<file path="config.mk">
export PLATFORM = sky130hd
export DESIGN_NAME = rgb_led_driver
export DESIGN_NICKNAME = d
export VERILOG_FILES = /design/src/rtl/rgb_led_driver.sv
export SDC_FILE = /design/constraint.sdc
export NUM_CORES = 1
export LEC_CHECK = 0
export ABC_AREA = 1
export ABC_CLOCK_PERIOD_IN_PS = 5000
export BUFFER_PORTS_ARGS = -buffer_cell sky130_fd_sc_hd__buf_4
export CAP_MARGIN = 20
export CORE_ASPECT_RATIO = 0.8
export CORE_MARGIN = 2
export CORE_UTILIZATION = 56
export CTS_BUF_LIST = sky130_fd_sc_hd__clkbuf_2 sky130_fd_sc_hd__clkbuf_4 sky130_fd_sc_hd__clkbuf_8
export CTS_CLUSTER_SIZE = 12
export DETAILED_ROUTE_END_ITERATION = 8
export GPL_TIMING_DRIVEN = 0
export PLACE_DENSITY = 0.82
export SLEW_MARGIN = 0
export SYNTH_ARGS = -nofsm -noshare
export SYNTH_HDL_FRONTEND = slang
export SYNTH_SLANG_ARGS = --single-unit
export TNS_END_PERCENT = 5
</file>
<file path="constraint.sdc">
create_clock -name clk -period 5 [get_ports clk]
set_input_delay 1 -clock clk [delete_from_list [all_inputs] [get_ports clk]]
set_output_delay 1 -clock clk [all_outputs]
set_load 0.02 [all_outputs]
</file>
<file path="src/rtl/rgb_led_driver.sv">
// rtl/rgb_led_driver.sv - PWM-dimmed RGB LED driver with lights-protocol sequence checker.
// Optional wrap_pulse output enabled by defining LEDDRV_WRAP_PULSE_EN.
module rgb_led_driver #(
  parameter int PWM_BITS  = 8,
  parameter int DUTY      = 128,
  parameter int CNT_WIDTH = 8
) (
  input  logic                 clk,
  input  logic                 rst,
  input  logic [2:0]           colour,
  input  logic                 enable,
  input  logic                 err_clr,
  output logic                 led_r,
  output logic                 led_g,
  output logic                 led_b,
  output logic                 seq_error,
  output logic [CNT_WIDTH-1:0] step_count
`ifdef LEDDRV_WRAP_PULSE_EN
  ,
  output logic                 wrap_pulse
`endif
);

  localparam int PERIOD = 2 ** PWM_BITS;
  // Duties beyond one period clamp to the period so the compare is always true.
  localparam logic [PWM_BITS:0] DUTY_CMP =
    (DUTY >= PERIOD) ? (PWM_BITS+1)'(PERIOD) : (PWM_BITS+1)'(DUTY);

  logic [2:0]          r_colour_q;
  logic [2:0]          r_prev_q;
  logic [PWM_BITS-1:0] r_pwm_cnt;

  logic w_pwm_on;
  logic w_displayable;
  logic w_change;
  logic w_legal;
  logic w_step;
  logic w_viol;

  assign w_pwm_on      = ({1'b0, r_pwm_cnt} < DUTY_CMP);
  assign w_displayable = (r_colour_q != 3'b000) && (r_colour_q != 3'b111);
  assign w_change      = (r_colour_q != r_prev_q);

  always_comb begin
    w_legal = 1'b0;
    if ((r_prev_q >= 3'd1) && (r_prev_q <= 3'd5)) begin
      w_legal = (r_colour_q == r_prev_q + 3'd1);
    end else if (r_prev_q >= 3'd6) begin
      w_legal = (r_colour_q == 3'd1);
    end
  end

  assign w_step = w_change & w_legal;
  assign w_viol = w_change & ~w_legal;

  always_ff @(posedge clk or negedge rst) begin
    if (!rst) begin
      r_colour_q <= 3'b001;
      r_prev_q   <= 3'b001;
      r_pwm_cnt  <= '0;
      led_r      <= 1'b0;
      led_g      <= 1'b0;
      led_b      <= 1'b0;
    end else begin
      r_colour_q <= colour;
      r_prev_q   <= r_colour_q;
      r_pwm_cnt  <= enable ? r_pwm_cnt + 1'b1 : '0;
      led_r      <= r_colour_q[2] & w_pwm_on & enable & w_displayable;
      led_g      <= r_colour_q[1] & w_pwm_on & enable & w_displayable;
      led_b      <= r_colour_q[0] & w_pwm_on & enable & w_displayable;
    end
  end

  // A violation detected in the same cycle as err_clr keeps the flag set.
  always_ff @(posedge clk or negedge rst) begin
    if (!rst) begin
      seq_error  <= 1'b0;
      step_count <= '0;
    end else begin
      if (w_viol) begin
        seq_error <= 1'b1;
      end else if (err_clr) begin
        seq_error <= 1'b0;
      end
      if (w_step && !(&step_count)) begin
        step_count <= step_count + CNT_WIDTH'(1);
      end
    end
  end

`ifdef LEDDRV_WRAP_PULSE_EN
  logic w_wrap_det;
  assign w_wrap_det = w_step && (r_prev_q == 3'd6);

  always_ff @(posedge clk or negedge rst) begin
    if (!rst) begin
      wrap_pulse <= 1'b0;
    end else begin
      wrap_pulse <= w_wrap_det;
    end
  end
`endif

endmodule

</file>
# [Word level (Yosys, flattened, before mapping)]
# Cells that the tools add are included.
[word_totals] regBits=26 in_bits=7 out_inout_bits=12 wordCells=43
[op_classes] add_sub_neg=3 magnitude_cmp=4 eq_ne=4 muxes=5 bitwise=12 n_reduce_logical=7
[op_table] cell="$add 8x1->8 const B" count=2
[op_table] cell="$and 1x1->1" count=11
[op_table] cell="$lt 8x8->1 const B" count=1
[op_table] cell="$mux 8" count=1
[op_table] cell="$reduce_and 8->1" count=1
[op_table] cell="$mux 1" count=4
[op_table] cell="$add 3x1->3 const B" count=1
[op_table] cell="$eq 3x1->1 const B" count=1
[op_table] cell="$eq 3x3->1" count=1
[op_table] cell="$ge 3x1->1 const B" count=1
[op_table] cell="$ge 3x3->1 const B" count=1
[op_table] cell="$le 3x3->1 const B" count=1
[op_table] cell="$logic_and 1x1->1" count=3
[op_table] cell="$ne 3x3->1" count=1
[op_table] cell="$ne 3x3->1 const B" count=1
[op_table] cell="$reduce_bool 3->1" count=1
[op_table] cell="$reduce_bool 2->1" count=1
[op_table] cell="$logic_not 1->1" count=1
[op_table] cell="$not 1->1" count=1

# [Logic depth before layout (Yosys ltp)]
# Gate-level depths: netlist of run 1.
[logic_depth] depth_word=6 mapped_depth=12

# [Least setup slack after synthesis of run 1]
# No wires, ideal clock.
[synth_path] path_kind="reg2reg" from="register r_prev_q[0]" to="register step_count[5]" setup_ps=117 arrival_ps=1490 required_ps=4883 setup_slack_ps=3393 stages_incl_launch_ff=13 n_path_buf=1 cell_sequence="dfstp_2 inv_1 ha_1 inv_1 nand2_1 nand2_1 nor2_1 nand3_1 nand2_2 buf_6 nand2_2 nand2_1 nand2_1"
[synth_between] elab_chain_cells=5 word_cells_on_any_way=11
[synth_lines] element="start: declaration" line="30" rtl="logic [2:0] r_prev_q;"
[synth_lines] element="start signal: assignment" line="66" rtl="r_prev_q <= r_colour_q;"
[synth_lines] element="$add 3x1->3 (tied with other cells)" line="47" rtl="w_legal = (r_colour_q == r_prev_q + 3'd1);"
[synth_lines] element="$eq 3x3->1 (tied with other cells)" line="47"
[synth_lines] element="$mux 1" line="46" rtl="if ((r_prev_q >= 3'd1) && (r_prev_q <= 3'd5)) begin"
[synth_lines] element="$and 1x1->1 *" line="53" rtl="assign w_step = w_change & w_legal;"
[synth_lines] element="$logic_and 1x1->1 *" line="85" rtl="if (w_step && !(&step_count)) begin"
[synth_lines] element="end signal: assignment" line="86" rtl="step_count <= step_count + CNT_WIDTH'(1);"
[synth_lines] element="end: declaration" line="17" rtl="output logic [CNT_WIDTH-1:0] step_count"
# Every way passes the cells marked *; elsewhere a longest branch is shown, timed or not.
# A chain may end at the register's enable or synchronous reset.

# [Worst setup path after layout of run 1]
[layout_path] from="register step_count[7]" to="output step_count[7]"
# No word-level cell between the ends.

==> results of run 1 <==
power by group through the flow:
stage | logic [mW] | registers (mW) | clock network (mW)
finish | 0.122 | 0.257 | 0.144
global route | 0.137 | 0.260 | 0.155
CTS | 0.124 | 0.257 | 0.149
detailed placement | 0.124 | 0.261 | 0
global placement | 0.115 | 0.258 | 0
floorplan | 0.0514 | 0.278 | 0
logic make-up (layout without fill, tap and decap cells):
family / Yosys count / after routing
buffers and inverters: 25 / 47
adder cells (fa/ha/maj): 5 / 5
AND/OR/NAND/NOR: 80 / 80
XOR/XNOR: 3 / 3
flip-flops: 26 / 26
AO/OA/AOI/OAI: 14 / 14
cell type report:
cell class | count | area [sq um]
inverters | 24 | 90.1
clock inverters | 1 | 30.0
flip-flops and latches | 26 | 653
multi-input cells | 102 | 528
clock buffers | 3 | 22.5
plain buffers | 1 | 11.3
repair buffers | 18 | 135
well taps | 25 | 31.3
fillers | 173 | 657
worst max path at each step:
stage,end,slack [ns],cells past startpoint
floorplan,step_count[5],3.39,12
global placement,step_count[1],3.28,11
detailed placement,led_g,3.18,3
CTS,step_count[7],3.00,1
global route,step_count[7],2.98,1
finish,step_count[7],3.01,1
through the flow:
stage,cell area (sq um),std cells,power (mW)
2_1_floorplan,1280,153,0.329
3_3_place_gp,1450,196,0.374
3_5_place_dp,1450,196,0.385
4_1_cts,1500,200,0.529
5_1_grt,1500,200,0.552
6_report,1500,200,0.523
synth_stat cells:
cell type / n / share of area (%)
nand2_1: 41 / 12
dfrtp_1: 24 / 47
inv_1: 22 / 6.4
nand3_1: 17 / 6.6
nor2_1: 13 / 3.8
o21ai_0: 6 / 2.3
ha_1: 5 / 4.9
a21oi_1: 4 / 1.6
a2111oi_0: 3 / 2.0
nand2_2: 3 / 1.5
nor3_1: 3 / 1.2
xor2_1: 3 / 2.0
dfstp_2: 2 / 4.1
inv_2: 2 / 0.59
buf_6: 1 / 0.88
nand4_4: 1 / 1.7
nor2_2: 1 / 0.49
nor3b_1: 1 / 0.59
o22ai_1: 1 / 0.49
metal layers:
metal	part of all wire [%]	GRT usage, %	vias up	wire [microns]
met3	3.8	5.51	5	90
met4	1.2	6.98	0	29
met5	0	0	-	0
met2	50	34.5	22	1180
li1	-	-	530	-
met1	45	26.5	496	1070
state kept, by name, summed over array words and instances (netlist names):
| signal | count |
|---|---|
| led_b | 1 |
| led_g | 1 |
| led_r | 1 |
| r_colour_q | 3 |
| r_prev_q | 3 |
| r_pwm_cnt | 8 |
| seq_error | 1 |
| step_count | 8 |
worst register-to-register path, stage by stage (launching register included):
cell     delay, ns
dfstp_2       0.60
inv_1         0.08
ha_1          0.33
nand2_1       0.09
nand2_1       0.05
nor2_1        0.08
nand3_1       0.10
nand2_2       0.09
nand2_1       0.15
nand2_1       0.10
nand2_1       0.05
==> results.py, run 1 <==
metrics = {
    "place": {
        "place_ws_ns": 3.18,
        "port-buffer-count": 18,
        "post-dp-hpwl_mm": 1.82,
        "gp_congestion": 0.781,
    },
    "power_and_ir_drop": {
        "share_seq_of_total_power_pct": 49.1,
        "power.density_mw_per_mm2": 348,
        "combPwrFrac_pct": 23.4,
        "p_sw_share_pct": 30.4,
        "switching_power_mw": 0.159,
        "internal-power_mw": 0.364,
        "ir_drop_v": 0.000263,
        "leakage_nw": 0.807,
        "pwr-share-clk_pct": 27.5,
    },
    "routing": {
        "drtPass1Iterations": 4,
        "wirelength_mm": 2.37,
        "wl_per_cell_microns": 11.9,
        "viasPerCell": 5.27,
        "vias": 1053,
        "drcViolationCount": 0,
        "final_antenna_net_count": 0,
        "drtIter0Drc": 33,
    },
    "clock_network": {
        "cts_tree": "yes",
        "cts_buffers": 3,
        "ctsResizeCount": 0,
        "clk_path_buf_depth": 2,
        "cts_setup_buffers": 0,
        "cts_sinks": 26,
        "cts_hold_buf": 0,
        "insertion_delay_ns": 0.33,
        "clk_pin_slew_ns": 0.14,
        "cts_root_buf": "clkbuf_4",
        "htreeDepth": 1,
    },
    "finish": {
        "utilization_pct": 69.6,
        "final_common_cell": "nand2_1",
        "layout_common_cells": "nand2_1, dfrtp_1, inv_1, buf_4, nand3_1",
        "syn_to_final_growth_pct": 17.1,
        "final_nets": 188,
        "drive_gt1_share_pct": 18.3,
        "diodes": 0,
    },
    "worst_hold_path": {
        "hold_class": "flop to flop",
        "min_from": "r_colour_q[0]",
        "min_to": "r_prev_q[0]",
        "holdPathStages": 0,
    },
    "logic_synthesis": {
        "yosys_register_bits": 26,
        "syn_area_sq_mm": 0.00128,
        "synthMuxAreaShare_pct": 0,
        "synth_top_family_by_area": "simple AND/OR/NAND/NOR gates",
        "synth-adder-area-share_pct": 4.88,
        "synth_simple_gate_area_share_pct": 27.8,
        "synth_cells": 153,
        "synth-seq-area-share_pct": 50.9,
        "yosysWarnings": 0,
        "synth_compound_area_share_pct": 6.44,
        "synthXorXnorAreaFrac_pct": 2.05,
        "synthDistinctLibCells": 19,
        "synth_nets": 165,
        "synth.avg_cell_area_sq_um": 8.38,
    },
    "timing": {
        "max_slew.worst_pin.slew_ns": 0.428,
        "relSlewSlack_pct": 70.7,
        "fin_setup_tns_ns": 0,
        "final-hold-violation-count": 0,
        "period_needed_ns": 1.99,
        "setup_ws_ns": 3.01,
        "fmax_ghz": 0.503,
        "drv_slew": 0,
        "grt_setup_unrepaired": "false",
        "fin_crit_sh_pct": 39.7,
        "fin_skew_ns": 0.00448,
        "setup_viol": 0,
        "holdWs_ns": 0.410,
    },
    "setup_path": {
        "cpPeakStageDelay_ns": 0.47,
        "reg2regPathDepth": 10,
        "r2r-end": "step_count[3]",
        "crit_family": "flip-flops",
        "path_cells": "buf_4",
        "crit_buf_inv": 1,
        "cp.arrival_ns": 0.99,
        "startpoint": "step_count[7]",
        "reg2reg_slack_ns": 3.19,
        "critPathSlowestCell": "dfrtp_1",
        "end_kind": "primary output",
        "required_ns": 4.00,
        "worstSetupStartpointType": "flop",
        "path_max_fanout": 4,
        "reg2reg_from": "r_prev_q[0]",
        "crit_type": "flop to primary output",
    },
    "grt": {
        "grt_pass1_wl_mm": 4.08,
        "grt-ovfl-total": 0,
        "grt_pass1_vias": 937,
        "grt_usage_pct": 20.5,
        "grt_antenna_before_repair": 0,
        "grt_max_degree": 27,
    },
    "die": {
        "ios": 19,
        "fp.dieH_microns": 46.8,
        "die-area_sq_mm": 0.00269,
        "die_w_microns": 57.5,
        "start_util_pct": 59.4,
        "core_sq_mm": 0.00216,
        "rows": 15,
    },
    "status": {
        "status": "complete, no violations",
    },
    "flow_run": {
        "maxCapViolations": 0,
    },
}
Power figures use the tool's default switching activity.
==> inputs of run 2 (changes only) <==
ABC_CLOCK_PERIOD_IN_PS = 1700   (was 5000)
CORE_UTILIZATION = 52   (was 56)
PLACE_DENSITY = 0.8   (was 0.82)
clock period = 1.7 ns   (was 5 ns; I/O delays follow)
==> run 2 against run 1 <==
Largest cell class unchanged. Routed wire length decreased by 4.2%. Worst hold slack got worse by 0.28 ns. Via count decreased by 1.3%. Critical path depth increased by 11. Combinational power increased to 3.0 times the previous value. Non-clock buffer count increased by 3. Power increased to 2.7 times the previous value. Clock power increased by 110%. Critical path type is now flop to flop. Cell area increased by 1.8%.
==> results.py, run 2 (synthesis results as in run 1) <==
metrics = {
    "finish": {
        "layout_common_cells": "nand2_1, dfrtp_1, inv_1, buf_4, nand3_1",
        "reg_top3": "r_pwm_cnt (8), step_count (8)",
        "stdcell_area_sq_mm": 0.00153,
        "syn_to_final_growth_pct": 19.1,
        "final_nets": 191,
        "diodes": 0,
        "utilization_pct": 63.6,
        "drive_gt1_share_pct": 21.3,
        "final_common_cell": "nand2_1",
        "final_cells": 205,
    },
    "place": {
        "place_area_sq_mm": 0.00145,
        "post-dp-hpwl_mm": 1.68,
        "dp_cells": 198,
        "port-buffer-count": 18,
        "place_ws_ns": -0.0853,
        "gp_congestion": 0.869,
    },
    "timing": {
        "max_slew.worst_pin.slew_ns": 0.374,
        "fin_crit_sh_pct": 97.9,
        "grt_setup_unrepaired": "true",
        "fin_skew_ns": 0.00569,
        "setup_viol": 0,
        "period_needed_ns": 1.66,
        "relSlewSlack_pct": 74.4,
        "fmax_ghz": 0.601,
        "final-hold-violation-count": 0,
        "holdWs_ns": 0.130,
        "setup_ws_ns": 0.0358,
        "fin_setup_tns_ns": 0,
        "drv_slew": 0,
    },
    "setup_path": {
        "end_kind": "flop",
        "crit_type": "flop to flop",
        "required_ns": 1.92,
        "reg2regPathDepth": 12,
        "path_max_fanout": 5,
        "cp-endpoint": "step_count[5]",
        "r2r-end": "step_count[5]",
        "reg2reg_slack_ns": 0.04,
        "worstSetupStartpointType": "flop",
        "startpoint": "r_prev_q[0]",
        "cp.arrival_ns": 1.88,
        "reg2reg_from": "r_prev_q[0]",
    },
    "grt": {
        "grt_antenna_before_repair": 0,
        "grt_usage_pct": 17.9,
        "grt_max_degree": 27,
        "grt-ovfl-total": 0,
        "grt_pass1_wl_mm": 4.00,
        "grt_pass1_vias": 933,
    },
    "power_and_ir_drop": {
        "combPwrFrac_pct": 25.5,
        "switching_power_mw": 0.445,
        "pwr-share-clk_pct": 21.1,
        "p_sw_share_pct": 31.5,
        "power.density_mw_per_mm2": 923,
        "share_seq_of_total_power_pct": 53.4,
        "leakage_nw": 0.813,
        "ir_drop_v": 0.000579,
        "power.total_mw": 1.41,
        "internal-power_mw": 0.966,
    },
    "die": {
        "rows": 16,
        "die-area_sq_mm": 0.00288,
        "start_util_pct": 53.4,
        "ios": 19,
        "die_w_microns": 59.5,
        "core_sq_mm": 0.00240,
        "fp.dieH_microns": 48.4,
    },
    "flow_run": {
        "maxCapViolations": 0,
    },
    "routing": {
        "drcViolationCount": 0,
        "final_antenna_net_count": 0,
        "wirelength_mm": 2.27,
        "viasPerCell": 5.07,
        "drtIter0Drc": 26,
        "wl_per_cell_microns": 11.1,
        "vias": 1039,
        "drtPass1Iterations": 5,
    },
    "worst_hold_path": {
        "hold_class": "primary input to flop",
    },
    "clock_network": {
        "cts_buffers": 3,
        "cts_tree": "yes",
        "cts_root_buf": "clkbuf_4",
        "htreeDepth": 1,
        "clk_path_buf_depth": 2,
        "insertion_delay_ns": 0.30,
        "clk_pin_slew_ns": 0.13,
        "cts_sinks": 26,
    },
    "status": {
        "status": "complete, no violations",
    },
}
run 2: power groups by stage:
stage,logic (mW),registers [mW],clock network (mW)
5_1_grt,0.403,0.769,0.347
2_1_floorplan,0.151,0.817,0
3_3_place_gp,0.338,0.760,0
3_5_place_dp,0.351,0.765,0
6_report,0.360,0.753,0.298
4_1_cts,0.363,0.753,0.312
run 2: worst max-delay path, cell delays in order (launching register included):
cell	delay, ns
dfstp_2	0.56
inv_2	0.05
ha_4	0.26
inv_2	0.02
nand2_1	0.05
nand2_1	0.04
nor2_1	0.10
nand3_1	0.10
nand2_2	0.13
buf_6	0.14
nand2_2	0.04
nand2_1	0.05
nand2_1	0.04
run 2: what timing repair did:
action                                  4_1_cts  5_1_grt
pin swaps                                     2        2
setup buffers                                 1        0
cloned                                        1        0
gates resized for setup                       4        1
endpoints found under the setup margin        9        9
hold buffers                                  1        0
endpoints found under the hold margin        24        0
run 2: cell type report:
cell class / instances / area (sq um)
fillers: 208 / 875
flip-flops and latches: 26 / 653
multi-input cells: 102 / 543
repair buffers: 21 / 160
inverters: 24 / 90.1
clock buffers: 4 / 36.3
well taps: 27 / 33.8
plain buffers: 1 / 11.3
run 2: worst min path at each step:
stage	from	to	slack [ns]	cells after the start
final	colour[0]	r_colour_q[0]	0.13	1
after global routing	colour[0]	r_colour_q[0]	0.09	1
after CTS	colour[0]	r_colour_q[0]	0.12	1
after detailed placement	rst	seq_error	0.27	1
after global placement	rst	seq_error	0.26	1
after floorplan	rst	led_b	0.04	0
run 2: per-layer routing:
| layer | global-route usage, % | wire [microns] |
|---|---|---|
| met5 | 0 | 0 |
| met4 | 3.33 | 19 |
| met3 | 3.21 | 51 |
| met2 | 28.9 | 1060 |
| met1 | 25.6 | 1150 |
